**src/rtl/vram_wr_router.sv**
```systemverilog
// CPU-to-VRAM port-b write router.
// Decodes CPU/DMA writes against a set of base/size windows and rebases the
// address into the hit segment. Decoded writes go into a small FIFO, and the
// FIFO head drives the shared segment write bus. While freeze (sync_active) is
// high the FIFO does not drain, so VRAM contents stay stable during the sync
// copy. Writes that hit no window are dropped and counted.
module vram_wr_router #(
    parameter int unsigned ADDR_W     = 12,
    parameter int unsigned DATA_W     = 128,
    parameter int unsigned NUM_SEG    = 4,
    parameter int unsigned FIFO_DEPTH = 4,
    parameter logic [NUM_SEG*ADDR_W-1:0] SEG_BASE = {12'hD00, 12'hC00, 12'h400, 12'h000},
    parameter logic [NUM_SEG*ADDR_W-1:0] SEG_SIZE = {12'h020, 12'h100, 12'h800, 12'h400}
) (
    input  logic                          clk,
    input  logic                          rst_n,
    input  logic                          wr_valid,
    output logic                          wr_ready,
    input  logic [ADDR_W-1:0]             wr_addr,
    input  logic [DATA_W-1:0]             wr_data,
    input  logic                          freeze,
    output logic [ADDR_W-1:0]             seg_wraddr,
    output logic [DATA_W-1:0]             seg_wrdata,
    output logic [NUM_SEG-1:0]            seg_wren,
    output logic [15:0]                   drop_cnt,
    output logic [$clog2(FIFO_DEPTH):0]   fifo_level,
    output logic                          idle
);

    localparam int unsigned IDX_W = (NUM_SEG > 1) ? $clog2(NUM_SEG) : 1;
    localparam int unsigned PTR_W = (FIFO_DEPTH > 1) ? $clog2(FIFO_DEPTH) : 1;
    localparam int unsigned LVL_W = $clog2(FIFO_DEPTH) + 1;

    // ------------------------------------------------------------------
    // Address decode
    // ------------------------------------------------------------------
    logic              hit;
    logic [IDX_W-1:0]  hit_idx;
    logic [ADDR_W-1:0] hit_off;
    logic [ADDR_W-1:0] diff;

    // Window match: an address below the base wraps to a large value and misses.
    // Scan from the top index down so the lowest matching index wins.
    always_comb begin
        hit     = 1'b0;
        hit_idx = '0;
        hit_off = '0;
        diff    = '0;
        for (int i = int'(NUM_SEG) - 1; i >= 0; i--) begin
            diff = wr_addr - SEG_BASE[i*ADDR_W +: ADDR_W];
            if (diff < SEG_SIZE[i*ADDR_W +: ADDR_W]) begin
                hit     = 1'b1;
                hit_idx = IDX_W'(i);
                hit_off = diff;
            end
        end
    end

    // ------------------------------------------------------------------
    // FIFO state
    // ------------------------------------------------------------------
    logic [IDX_W-1:0]  idx_mem  [FIFO_DEPTH];
    logic [ADDR_W-1:0] addr_mem [FIFO_DEPTH];
    logic [DATA_W-1:0] data_mem [FIFO_DEPTH];

    logic [PTR_W-1:0]  wptr_q, rptr_q;
    logic [LVL_W-1:0]  level_q, level_d;
    logic [15:0]       drop_q;

    logic full, empty;
    logic accept, push, drop, pop;

    assign full  = (level_q == LVL_W'(FIFO_DEPTH));
    assign empty = (level_q == '0);

    // Ready depends only on registered fill state, so a same-cycle pop never
    // frees a slot for a same-cycle push. It is held low while reset is asserted.
    assign wr_ready = rst_n & ~full;

    assign accept = wr_valid & wr_ready;
    assign push   = accept & hit;
    assign drop   = accept & ~hit;
    assign pop    = ~empty & ~freeze;

    // Fill level next state; a simultaneous push and pop leaves it unchanged.
    always_comb begin
        level_d = level_q;
        unique case ({push, pop})
            2'b10:   level_d = level_q + LVL_W'(1);
            2'b01:   level_d = level_q - LVL_W'(1);
            default: level_d = level_q;
        endcase
    end

    // Pointer, level and drop-counter registers with synchronous reset.
    always_ff @(posedge clk) begin
        if (!rst_n) begin
            wptr_q  <= '0;
            rptr_q  <= '0;
            level_q <= '0;
            drop_q  <= '0;
        end else begin
            if (push) begin
                wptr_q <= wptr_q + PTR_W'(1);
            end
            if (pop) begin
                rptr_q <= rptr_q + PTR_W'(1);
            end
            level_q <= level_d;
            if (drop && (drop_q != 16'hFFFF)) begin
                drop_q <= drop_q + 16'd1;
            end
        end
    end

    // Entry storage; contents need no reset because the level gates every read.
    always_ff @(posedge clk) begin
        if (push) begin
            idx_mem[wptr_q]  <= hit_idx;
            addr_mem[wptr_q] <= hit_off;
            data_mem[wptr_q] <= wr_data;
        end
    end

    // ------------------------------------------------------------------
    // Segment write bus
    // ------------------------------------------------------------------
    assign seg_wraddr = addr_mem[rptr_q];
    assign seg_wrdata = data_mem[rptr_q];

    // One-hot enable for the head entry's segment, only when draining.
    always_comb begin
        seg_wren = '0;
        if (pop) begin
            seg_wren[idx_mem[rptr_q]] = 1'b1;
        end
    end

    assign drop_cnt   = drop_q;
    assign fifo_level = level_q;
    assign idle       = empty;

endmodule

```
**config.mk**
```make
export PLATFORM = sky130hd
export DESIGN_NAME = vram_wr_router
export DESIGN_NICKNAME = d
export VERILOG_FILES = /design/src/rtl/vram_wr_router.sv
export SDC_FILE = /design/constraint.sdc
export NUM_CORES = 1
export LEC_CHECK = 0
export BUFFER_PORTS_ARGS = -buffer_cell sky130_fd_sc_hd__buf_2
export CAP_MARGIN = 10
export CORE_MARGIN = 2
export CORE_UTILIZATION = 25
export CTS_BUF_LIST = sky130_fd_sc_hd__clkbuf_4 sky130_fd_sc_hd__clkbuf_8
export DETAILED_ROUTE_END_ITERATION = 10
export GPL_TIMING_DRIVEN = 0
export SYNTH_ARGS = -nofsm -noshare
export SYNTH_HDL_FRONTEND = slang
export SYNTH_SLANG_ARGS = --single-unit
```
**constraint.sdc**
```tcl
create_clock -name clk -period 10.9 [get_ports clk]
set_input_delay 1.09 -clock clk [delete_from_list [all_inputs] [get_ports clk]]
set_output_delay 1.09 -clock clk [all_outputs]
set_load 0.05 [all_outputs]
```
# == Word-level counts from Yosys, hierarchy flattened ==
# Memory sizes are Yosys's and may differ from the RTL's. A register that Yosys moved wholly into a read port is not among the register bits.
# Cells that the tools add are included.
# totals
regBits,23
latchBits,0
ramBits,568
rom_bits,0
in_bits,144
out_inout_bits,165
elab_cells,62
n_memories,3
# mem_list
name,words,width,read_ports,rd_ports_with_merged_regs,write_ports,line,text
data_mem,4,128,1,1,1,64,logic [DATA_W-1:0] data_mem [FIFO_DEPTH];
addr_mem,4,12,1,1,1,63,logic [ADDR_W-1:0] addr_mem [FIFO_DEPTH];
idx_mem,4,2,1,1,1,62,logic [IDX_W-1:0] idx_mem [FIFO_DEPTH];
# op_classes
add_sub_neg,8
mul,0
div_mod_pow,0
n_lt_le_gt_ge,6
n_eq_ne,4
n_shift,0
n_mux,24
bitwise,9
reduce_logical,4
# op_table
operator,count
12-bit 2-to-1 mux,4
12-bit subtractor (second input constant),2
2-bit 2-to-1 mux,10
16-bit by 1-bit adder with 16-bit output (second input constant),1
16-bit != test (second input constant),1
12-bit by 11-bit less-than comparator with 1-bit output (second input constant),1
12-bit less-than comparator (second input constant),1
12-bit by 6-bit less-than comparator with 1-bit output (second input constant),1
12-bit by 9-bit less-than comparator with 1-bit output (second input constant),1
12-bit by 11-bit subtractor with 12-bit output (second input constant),1
1-bit 2-to-1 mux,7
3-bit case mux with 2 select lines,1
1-bit bitwise AND,5
2-bit by 1-bit adder with 2-bit output (second input constant),2
4-bit 2-to-1 mux,1
1-bit NOT,4
3-bit by 1-bit adder with 3-bit output (second input constant),1
3-bit equality test (second input constant),1
3-bit logical NOT,1
2-bit by 3-bit less-than comparator with 1-bit output (second input constant),1
3-bit by 1-bit subtractor with 3-bit output (second input constant),1
1-bit demux with 2-bit select,1
2-bit by 1-bit equality test with 1-bit output (second input constant),1
2-bit equality test (second input constant),1
other kinds (3),4

# == Logic depth before layout (Yosys ltp) ==
# depth
ltp_word,9
ltp_mapped,13
depth_no_buf,13

# == Worst setup path after synthesis ==
# OpenSTA, ideal clock, no wires.
# synth_path
path_kind,in2reg
start,input wr_addr[9]
end,"memory addr_mem[0][0], enable pin"
setup_ps,519
arrival_ps,5598
required_time_ps,10381
path_slack_ps,4782
stages,7
n_path_buf,1
cell_sequence,inv_1 > ha_1 > xor2_1 > nand3_1 > o21ai_0 > clkbuf_1 > and3_1
# synth_between
elab_chain_len,9
word_cells_on_any_way,14
classes_between,add/sub (3); order compare (4); mux (6); bitwise (1)
# synth_lines
element,line,text
from (decl),19,"input logic [ADDR_W-1:0] wr_addr,"
12-bit subtractor,50,diff = wr_addr - SEG_BASE[i*ADDR_W +: ADDR_W];
12-bit by 6-bit less-than comparator with 1-bit output,51,if (diff < SEG_SIZE[i*ADDR_W +: ADDR_W]) begin
1-bit 2-to-1 mux (3 in series),51,
1-bit 2-to-1 mux (*),51,
1-bit bitwise AND (*),81,assign push = accept & hit;
1-bit 2-to-1 mux (*),118,if (push) begin
1-bit 2-to-1 mux (implied by the code) (*),120,addr_mem[wptr_q] <= hit_off;
to (decl),63,
# Mark *: on every way between the ends. The rest lies on a longest branch, timed or not.

==> impl_metrics.json <==
{
  "post_cts_buffers": 0,
  "clock.fmax_mhz": 221,
  "fin_skew_ns": 0.0212,
  "grt_usage_pct": 10.8,
  "critical_path_arrival_ns": 3.44,
  "hold_ws_ns": 0.484,
  "ys_warn_count": 0,
  "dp_slack_ns": 6.44,
  "synth_cell_types": 45,
  "syn_inst": 940,
  "first_pass_iters": 4,
  "drive_gt1_share_pct": 45.7,
  "synth_edf_count": 568,
  "die_h_um": 301,
  "critical_path.max_fanout": 10,
  "fp-row-count": 108,
  "setup-violations-final": 0,
  "hp-class": "reg -> reg",
  "wl_per_cell_um": 19.0,
  "cts_tree": "built",
  "power_density_nw_per_um2": 226,
  "synth_area_um2": 22000,
  "syn-num-nets": 1097,
  "die_w_um": 301,
  "critPathCaptureType": "output port",
  "p_clk_share_pct": 33.8,
  "numPortBuffers": 308,
  "ir_worst_vdd_uv": 196,
  "layout_setup_ws_ns": 6.37,
  "ys_ff_latch": 593,
  "finalMaxSlewViolations": 0,
  "cts.sink_count": 593,
  "grt_pass1_vias": 12000,
  "seq_area_frac_synth_pct": 79.6,
  "area_growth_pct": 24.4,
  "pwr-share-seq_pct": 42.0,
  "grt_pass1_wl_um": 73100,
  "drv_cap": 0,
  "tns_ns": 0,
  "hold_buffers": 0,
  "slew_headroom_pct": 40.2,
  "cts_resized": 0,
  "gp_congestion": 0.800,
  "clockRootBuffer": "clkbuf_8",
  "finish.net_count": 1514,
  "swShare_pct": 31.6,
  "num_io_pins": 309,
  "grt_max_degree": 54,
  "cp-start-kind": "flop",
  "syn_area_per_cell_um2": 23.5,
  "rsz0062_at_grt": "no",
  "antenna_found_initial": 10,
  "insertion_delay_ns": 0.73,
  "min_period_ns": 4.53,
  "internal_power_w": 0.00424,
  "path_class": "reg -> out",
  "cts_buffers": 99,
  "fp.coreArea_um2": 87000,
  "status": "finished, final reports clean",
  "clock_tree.buffer_depth": 3,
  "leakage_nw": 9.05,
  "utilization_pct": 31.5,
  "overflow": 0,
  "dieArea_um2": 90600,
  "num_vias": 11000,
  "cts_htree_levels": 3,
  "post-dp-hpwl_um": 31600,
  "initialDrtViolationCount": 615,
  "via_per_inst": 4.24,
  "antenna_left": 0,
  "drcViolationCount": 0,
  "synth_flop_cell": "edfxtp_1",
  "async_flop_share_pct": 0,
  "worst_pin_slew_ns": 0.897,
  "netSwitchingPower_w": 0.00196,
  "combPwrFrac_pct": 24.2,
  "wl_um": 49300,
  "fin_crit_sh_pct": 41.6,
  "clk_pin_slew_ns": 0.05,
  "hold_viol": 0,
  "initial_core_util_pct": 25.3,
  "crit_required_ns": 9.81
}
per-layer routing:
metal / routed length (um) / vias to the layer above / track usage [%]
met5: 75 / - / 0
met4: 1100 / 12 / 3.98
li1: - / 4859 / -
met2: 24200 / 345 / 18.0
met3: 3380 / 100 / 3.25
met1: 20500 / 5708 / 13.3
registers in the layout (all words and copies together), names as in the netlist, named ones only:
signal,flops
fifo_level,3
idx_mem,8
wptr_q,2
data_mem,512
drop_cnt,16
rptr_q,2
addr_mem,48
final cells by class:
class | instances | area (um2)
fill | 8442 | 59600
timing repair buffer | 316 | 1760
antenna | 3 | 7.51
buffer | 37 | 161
clock inverter | 43 | 423
clock buffer | 142 | 1730
inverter | 12 | 45.0
tap | 1155 | 1450
sequential | 593 | 17600
multi-input combinational | 298 | 4310
synthesized netlist by cell type, drive strengths merged, types with 2 or more instances:
library cell / n / area share, %
edfxtp: 568 / 77
mux4: 142 / 15
dfxtp: 25 / 2.3
buf: 19 / 0.41
nand2: 19 / 0.33
clkbuf: 18 / 0.31
a21oi: 13 / 0.30
nor2: 13 / 0.22
ha: 12 / 0.68
and2: 11 / 0.31
inv: 11 / 0.19
o31ai: 9 / 0.31
o21ai: 8 / 0.20
mux2i: 7 / 0.32
nand3: 7 / 0.16
or4: 7 / 0.24
and3: 6 / 0.17
nand4: 6 / 0.20
nand2b: 5 / 0.14
nor3: 4 / 0.16
nor4: 4 / 0.11
or3: 4 / 0.11
xor2: 4 / 0.16
nor4b: 3 / 0.15
a211oi: 2 / 0.068
and4: 2 / 0.079
nor3b: 2 / 0.091
xnor2: 2 / 0.11
cells by family after synthesis:
family                   Yosys count  share of synthesized area [%]
flip-flops                       593                           79.6
buffers and inverters             49                          0.925
AND/OR/NAND/NOR                   94                           2.51
multiplexers                     149                           14.8
adder cells (fa/ha/maj)           13                          0.772
AO/OA/AOI/OAI                     36                           1.06
XOR/XNOR                           6                          0.272
path summary, 6_finish.rpt:
kind | to | slack [ns] | cells past startpoint | startpoint
setup / recovery | seg_wrdata[91] | 6.37 | 5 | flop
hold / removal | drop_cnt[10] | 0.48 | 2 | drop_cnt[10]
setup reg to reg | fifo_level[2] | 8.20 | 10 | fifo_level[2]
hold reg to reg | drop_cnt[10] | 0.48 | 2 | drop_cnt[10]
power groups by stage:
| stage | Combinational, W | Sequential (W) | Clock (W) |
|---|---|---|---|
| after global placement | 0.00151 | 0.00267 | 0 |
| after detailed placement | 0.00153 | 0.00265 | 0 |
| after floorplan | 0.00113 | 0.00267 | 0 |
| after global routing | 0.00159 | 0.00261 | 0.00227 |
| after CTS | 0.00153 | 0.00261 | 0.00217 |
| final | 0.00150 | 0.00261 | 0.00210 |
layout by cell type (no fill, tap or decap), types with 3 or more instances in the layout:
cell       Yosys  layout
and2_1        11      11
clkinv_1       1      18
or4_1          7       7
clkbuf_8       0     106
a21oi_1       13      13
mux4_2       142     142
nand4_1        5       5
and3_4         0       4
or3_1          4       4
o21ai_0        6       6
xor2_1         4       4
nor4_1         4       4
dfxtp_1       25      25
diode_2        0       3
nand2_1       18      18
buf_16         0       8
clkbuf_1      18      16
nor2_1        13      13
mux2i_1        7       7
bufinv_16      0       7
edfxtp_1     568     568
inv_1         11      11
buf_2         16     324
clkinv_2       0      10
clkbuf_4       0      36
o31ai_1        9       9
nand2b_1       5       5
inv_8          0       3
buf_1          3       3
ha_1          12      12
nand3_1        7       7
worst max-delay path, cell delays in order (launching register included):
cell and delay [ns]:
dfxtp_1 0.31, clkbuf_1 0.32, clkbuf_2 0.56, clkbuf_1 0.73
mux4_2 0.50, buf_2 0.31
metrics by stage:
step	instances	area, um2	power [W]
4_1_cts	2596	27400	0.00631
3_5_place_dp	2411	25300	0.00418
6_report	2599	27400	0.00620
3_3_place_gp	2403	25000	0.00418
2_1_floorplan	940	22000	0.00380
5_1_grt	2597	27400	0.00646
Note: power is estimated with default switching activity, not from simulation.
